===== config.mk =====
export PLATFORM = sky130hd
export DESIGN_NAME = usb4_lane_training_os_scheduler
export DESIGN_NICKNAME = d
export VERILOG_FILES = /design/src/rtl/usb4_lane_training_os_scheduler.sv
export SDC_FILE = /design/constraint.sdc
export NUM_CORES = 1
export LEC_CHECK = 0
export ABC_CLOCK_PERIOD_IN_PS = 6700
export BUFFER_PORTS_ARGS = -buffer_cell sky130_fd_sc_hd__clkbuf_2
export CORE_MARGIN = 3
export CORE_UTILIZATION = 25
export CTS_BUF_LIST = sky130_fd_sc_hd__clkbuf_8
export DETAILED_ROUTE_END_ITERATION = 8
export SETUP_SLACK_MARGIN = 0.15
export SLEW_MARGIN = 20
export SYNTH_ARGS = -nofsm -noshare
export SYNTH_HDL_FRONTEND = slang
export SYNTH_SLANG_ARGS = --single-unit

===== constraint.sdc =====
create_clock -name clk -period 6.7 [get_ports clk]
set_clock_uncertainty 0.15 [all_clocks]
set_input_delay 0.67 -clock clk [delete_from_list [all_inputs] [get_ports clk]]
set_output_delay 0.67 -clock clk [all_outputs]
set_load 0.05 [all_outputs]

===== src/rtl/usb4_lane_training_os_scheduler.sv =====
// usb4_lane_training_os_scheduler: sequences SLOS1/SLOS2/TS1/TS2 ordered-set offers for one USB4 lane during training
module usb4_lane_training_os_scheduler #(
    parameter int CNT_W        = 16,
    parameter int SLOS1_TX_MIN = 2,
    parameter int SLOS2_TX_MIN = 2,
    parameter int TS1_TX_MIN   = 16,
    parameter int TS2_TX_MIN   = 8,
    parameter int RX_MIN       = 2,
    parameter int TMO_W        = 20,
    parameter int TMO_CYC      = 1000000
) (
    input  logic             clk,
    input  logic             rst,
    input  logic             start,
    input  logic             abort,
    input  logic             rx_slos1,
    input  logic             rx_slos2,
    input  logic             rx_ts1,
    input  logic             rx_ts2,
    output logic             os_valid,
    output logic [1:0]       os_type,
    input  logic             os_ready,
    output logic             done,
    output logic             fail,
    output logic [2:0]       state,
    output logic [CNT_W-1:0] tx_slos1_cnt,
    output logic [CNT_W-1:0] tx_slos2_cnt,
    output logic [CNT_W-1:0] tx_ts1_cnt,
    output logic [CNT_W-1:0] tx_ts2_cnt,
    output logic [CNT_W-1:0] rx_slos1_cnt,
    output logic [CNT_W-1:0] rx_slos2_cnt,
    output logic [CNT_W-1:0] rx_ts1_cnt,
    output logic [CNT_W-1:0] rx_ts2_cnt
);
    typedef enum logic [2:0] {IDLE, SLOS1, SLOS2, TS1, TS2, DONE, FAIL} state_t;

    localparam logic [TMO_W-1:0] TMO_LAST = TMO_W'(TMO_CYC - 1);
    localparam logic [CNT_W-1:0] CNT_MAX  = '1;

    state_t cur, nxt;
    logic [3:0][CNT_W-1:0] tx_cnt, rx_cnt;
    logic [3:0] rx_in;
    logic [TMO_W-1:0] tmo;
    logic [CNT_W:0] tx_min;
    logic active, accept, exit_ok, clr;

    assign active = (cur == SLOS1) || (cur == SLOS2) || (cur == TS1) || (cur == TS2);
    assign os_valid = active;
    assign os_type = active ? 2'(cur - 3'd1) : 2'd0;
    assign done = (cur == DONE);
    assign fail = (cur == FAIL);
    assign state = cur;
    assign accept = os_valid & os_ready;
    assign rx_in = {rx_ts2, rx_ts1, rx_slos2, rx_slos1};
    assign clr = start & ~abort & ~active;
    assign {tx_ts2_cnt, tx_ts1_cnt, tx_slos2_cnt, tx_slos1_cnt} = tx_cnt;
    assign {rx_ts2_cnt, rx_ts1_cnt, rx_slos2_cnt, rx_slos1_cnt} = rx_cnt;

    // threshold of the phase currently being offered
    always_comb begin
        tx_min = (os_type == 2'd0) ? (CNT_W+1)'(SLOS1_TX_MIN) :
                 (os_type == 2'd1) ? (CNT_W+1)'(SLOS2_TX_MIN) :
                 (os_type == 2'd2) ? (CNT_W+1)'(TS1_TX_MIN) : (CNT_W+1)'(TS2_TX_MIN);
        exit_ok = accept && (({1'b0, tx_cnt[os_type]} + 1'b1) >= tx_min) &&
                  (rx_cnt[os_type] >= CNT_W'(RX_MIN));
    end

    // next-state: abort dominates, exit beats timeout, start only from idle/done/fail
    always_comb begin
        nxt = cur;
        if (abort)
            nxt = IDLE;
        else if (!active)
            nxt = start ? SLOS1 : cur;
        else if (exit_ok)
            nxt = state_t'(cur + 3'd1);
        else if (tmo == TMO_LAST)
            nxt = FAIL;
    end

    // state register and per-phase timeout, restarted on every state change
    always_ff @(posedge clk) begin
        if (rst) begin
            cur <= IDLE;
            tmo <= '0;
        end else begin
            cur <= nxt;
            tmo <= (nxt != cur) ? '0 : active ? tmo + 1'b1 : '0;
        end
    end

    // saturating sent/received counters; cleared by a new session, frozen by abort
    always_ff @(posedge clk) begin
        for (int i = 0; i < 4; i++) begin
            if (rst || clr) begin
                tx_cnt[i] <= '0;
                rx_cnt[i] <= '0;
            end else if (!abort) begin
                if (accept && os_type == 2'(i) && tx_cnt[i] != CNT_MAX)
                    tx_cnt[i] <= tx_cnt[i] + 1'b1;
                if (cur != IDLE && rx_in[i] && rx_cnt[i] != CNT_MAX)
                    rx_cnt[i] <= rx_cnt[i] + 1'b1;
            end
        end
    end
endmodule


Word level (Yosys, flattened, before mapping)
Index checks and enable logic that the tools add are counted.
Widths: inputs -> output; s select.
- flip-flop bits (word level): 151
- input port bits: 9
- logic and storage cells: 95
- add/sub/neg operators: 12
- order comparisons: 3
- equal/unequal tests: 19
- muxes and demuxes: 13
- bitwise operators: 5
- reductions and logical operators: 33
- operators with widths (cell ; count):
    $add 16x1->16 const B ; 8
    $ne 16x16->1 const B ; 8
    $bmux 16 s2 ; 2
    $mux 16 ; 2
    $add 20x1->20 const B ; 1
    $eq 20x20->1 const B ; 1
    $logic_and 1x1->1 ; 18
    $add 16x1->17 const B ; 1
    $ge 17x5->1 ; 1
    $ge 16x2->1 const B ; 1
    $reduce_and 2->1 ; 8
    $mux 3 ; 5
    $mux 5 ; 3
    $eq 3x3->1 const B ; 3
    $eq 3x2->1 const B ; 2
    $eq 2x2->1 const B ; 2
    $logic_or 1x1->1 ; 4
    $add 3x1->3 const B ; 1
    $and 1x1->1 ; 3
    $eq 3x1->1 const B ; 1
    $lt 2x3->1 const B ; 1
    $ne 3x3->1 ; 1
    $reduce_bool 3->1 ; 1
    $reduce_or 3->1 ; 1
    5 further kinds ; 6

Logic depth before layout (Yosys ltp)
- depth in word-level cells: 17
- depth in mapped cells: 23
- mapped depth without buffers: 18

Worst setup path before layout
OpenSTA, ideal clock, no wires.
- kind: register to register
- start point: reg cur[0] (netlist: state[0])
- end point: reg tmo[1]
- data arrival time: 5484 ps
- data required time: 6411 ps
- path slack: 927 ps
- cell stages (with the launch flop): 20
- path buffers: 6
- clock period less this slack: 5773 ps
- path through: dfxtp_1 -> clkbuf_1 -> clkbuf_1 -> inv_1 -> ha_1 -> buf_2 -> buf_2 -> buf_2 -> nor3_2 -> nand2_1 -> ha_1 -> nor2b_1 -> o21ai_0 -> or3b_1 -> a2111o_1 -> o31a_1 -> o2111ai_4 -> mux2i_1 -> buf_6 -> nor3b_2
- word-level cells in the longest chain between the ends: 17
- elaborated cells between the ends (all ways): 34
- classes of those cells: 3 x add/sub; 2 x order compare; 7 x eq/ne; 13 x mux; 2 x bitwise; 7 x reduce/logical
- ends and longest elaborated chain (element ; line ; text):
    start, declared ; 40 ; state_t cur, nxt;
    start signal, assigned ; 87 ; cur <= nxt;
    $eq 3x1->1 or $eq 3x2->1 (tied branches) ; 47 ; assign active = (cur == SLOS1) || (cur == SLOS2) || (cur == TS1) || (cur == TS2);
    $logic_or 1x1->1 (3 in a row) ; 47 ;
    $mux 2 * ; 49 ; assign os_type = active ? 2'(cur - 3'd1) : 2'd0;
    via os_type[1] ; 21 ; output logic [1:0] os_type,
    parallel branches: the longest is 6 deep, another holds $add 16x1->17 ; n/a ;
    $logic_and 1x1->1 * ; 64 ; exit_ok = accept && (({1'b0, tx_cnt[os_type]} + 1'b1) >= tx_min) &&
    $mux 3 * ; 75 ; else if (exit_ok)
    $mux 3 * ; 73 ; else if (!active)
    $mux 3 * ; 71 ; if (abort)
    $ne 3x3->1 * ; 88 ; tmo <= (nxt != cur) ? '0 : active ? tmo + 1'b1 : '0;
    $reduce_or 3->1 (no source line) * ; n/a ;
    end signal, assigned ; 88 ;
    end, declared ; 43 ; logic [TMO_W-1:0] tmo;
Mark *: on every way through the listed nets, which the timed path passes. The select of a mux whose other input is x is not followed.
A chain may end at the register's enable or synchronous reset.

Final worst setup path
- start point: reg cur[0] (netlist: state[0])
- end point: reg tmo[14]
- word-level cells in the longest chain between the ends: 17
- elaborated cells between the ends (all ways): 34
- classes of those cells: 3 x add/sub; 2 x order compare; 7 x eq/ne; 13 x mux; 2 x bitwise; 7 x reduce/logical
- ends and longest elaborated chain (element):
    parallel branches: the longest is 16 deep, another holds $add 16x1->17
    $reduce_or 3->1 (no source line) *
Every way passes the cells marked *. The select of a mux whose other input is x is not followed.

==> flow_summary.ini <==
[clock_tree]
ctsHoldBuffers = 0
postCtsSetupRepairBufs = 0
htreeDepth = 4
clk_latency_ns = 0.47
post_cts_resized = 0
clock-sinks = 151
cts_root_buf = clkbuf_8
cts_buffers = 17
cts_max_path_buffers = 2
cts_tree = built
clk_pin_slew_ns = 0.08

[floorplanning]
rows = 64
io_pins = 145
die_h_um = 184
core_um2 = 30900
die_area_um2 = 33800
initial_core_util_pct = 25.6
die_w_um = 184

[run]
drv_cap = 0

[synthesis]
synth_area_um2 = 7910
synth_seq_cells = 151
yosysWarnings = 0
ys_seq_area_share_pct = 38.2
syn_inst = 946
ys_types = 55
syn_avg_cell_area_um2 = 8.36
ys_async_sr_fraction_pct = 0
synth_edf_count = 0
synth_nets = 972
synthFlopType = dfxtp_1

[timing]
tightest_slew_ns = 0.937
slew_headroom_pct = 37.2
setup_violations = 0
tns_ns = 0
hold_ws_ns = 0.282
hold_violations = 0
period_share_pct = 85.7
slew_viol_final = 0
fin_crit_ns = 5.74
rsz0062_at_grt = false
fmax_ghz = 0.174

[global_route]
grt_overflow = 0
antenna_found_initial = 0
grt_pass1_vias = 6674
grt_pass1_wl_um = 37700
grt_usage_pct = 14.0
grt_max_degree = 75

[power_and_ir_drop]
p_total_mw = 1.72
leakage_nw = 3.44
ir_worst_vdd_mv = 0.118
power.density_nw_per_um2 = 183

[critical_path]
critical_path_arrival_ns = 5.93
path_max_fanout = 32
crit_type = register to register
worst_ep_required_time_ns = 6.89
crit_path_end_kind = register
start_kind = register
reg2reg_depth = 20

[route]
vias_per_cell = 4.87
ant_nets = 0
wl_per_cell_um = 16.1
drtPass1Iterations = 5
drcViolationCount = 0
drt-total-wl_um = 23900
drtIter0Drc = 579
vias = 7223

[final_layout]
drive_above_1_share_pct = 21.3
regMostFlops = tmo
syn2layout_area_growth_pct = 18.7
final_nets = 1100
largest_reg_flops = 20
fin_cells = 1483
final_core_util_pct = 30.4
antenna-diode-count = 0

[worst_hold_path]
hold_depth = 2
hp-class = primary input to register

[place]
io_buffer_count = 144
dp_cells = 1451
dp_hpwl_um = 18200
gp_congestion = 0.891

[status]
status = completed
[stage by stage]
| step | setup WS, ns | cell area (um^2) |
|---|---|---|
| after floorplan | 0.927 | 7910 |
| after global placement | 1.22 | 9000 |
| after detailed placement | 1.05 | 9000 |
| after CTS | 1.00 | 9380 |
| after global routing | 0.447 | 9380 |
| final | 0.961 | 9380 |
[synth_stat cells, types with 4 or more instances]
library cell / number / area [um^2]
a41oi_1: 4 / 35.0
ha_1: 17 / 213
xor2_1: 82 / 718
o21ai_0: 38 / 190
or2_2: 6 / 37.5
nor4_1: 15 / 93.8
nor2b_1: 7 / 43.8
o2bb2ai_1: 4 / 35.0
xnor2_1: 36 / 315
nand3_1: 40 / 200
o22ai_1: 14 / 87.6
mux2_2: 14 / 158
inv_1: 12 / 45.0
nand2_1: 93 / 349
nand4_1: 37 / 231
dfxtp_1: 151 / 3020
a21oi_1: 33 / 165
or3_1: 26 / 163
a211oi_1: 4 / 30.0
buf_6: 4 / 45.0
nor2_1: 151 / 567
mux2i_1: 17 / 170
nor3_2: 22 / 220
clkbuf_1: 31 / 116
nor3_1: 11 / 55.1
and2_1: 4 / 25.0
buf_2: 6 / 30.0
and3_1: 27 / 169
[cell families after synthesis]
| kind of cell | after synthesis | synth area share, % |
|---|---|---|
| AOI/OAI and AO/OA | 121 | 9.71 |
| adders and majority gates | 17 | 2.69 |
| and+or+nand+nor | 454 | 29.1 |
| xor gates and xnor gates | 118 | 13.1 |
| muxes | 31 | 4.14 |
| DFF | 151 | 38.2 |
| buffers and inverters | 54 | 3.10 |
[worst paths after layout]
check / end / slack (ns) / from
hold reg to reg: tmo[0] / 0.33 / tmo[0]
setup reg to reg: tmo[14] / 0.96 / state[0]
setup / recovery: tmo[14] / 0.96 / state[0]
hold / removal: state[0] / 0.28 / rst
[layout make-up]
class                      instances  area (um^2)
timing repair buffer             150          766
fill                            3339        21500
tap                              396          495
clock buffer                      18          248
sequential                       151         3020
clock inverter                    14          140
inverter                          13         53.8
multi-input combinational        741         4660
[critical path, cell delays in order, from the launching register on]
cell and delay [ns]:
dfxtp_1 0.32, buf_4 0.32, inv_1 0.19, ha_1 0.57, buf_4 0.34, nand2b_1 0.42
o22ai_1 0.16, o21ai_0 0.33, nand2_1 0.15, nor2_1 0.14, xnor2_1 0.15, ha_1 0.27
nor2b_1 0.13, o21ai_0 0.12, or3b_1 0.39, a2111o_1 0.36, o31a_1 0.14, o2111ai_4 0.28
mux2i_2 0.24, buf_4 0.34, nor3_2 0.09
[power by group]
| part | switching (mW) | internal (mW) | leakage (nW) | total, mW |
|---|---|---|---|---|
| clock network | 0.398 | 0.314 | 0.197 | 0.712 |
| registers | 0.00134 | 0.898 | 1.22 | 0.899 |
| logic | 0.0757 | 0.0301 | 2.03 | 0.106 |
| total | 0.475 | 1.24 | 3.44 | 1.72 |
[layer usage]
layer  part of all wire [%]  global-route usage, %  vias up
met4                    1.5                   4.08        0
met2                     43                   20.7      213
met1                     48                   19.5     3413
li1                       -                      -     3575
met5                      0                      0        -
met3                    7.2                   4.35       22
[cell usage in the layout (no fill, tap or decap), types with 17 or more instances in the layout]
master    count
and3_1       27
o21ai_0      38
nand2_1      93
nand3_1      40
or3_1        26
ha_1         17
nor3_2       22
xnor2_1      36
nor2_1      151
a21oi_1      33
clkbuf_2    144
dfxtp_1     151
clkbuf_8     18
nand4_1      37
xor2_1       82
No activity file was read; power rests on OpenSTA's default activity.
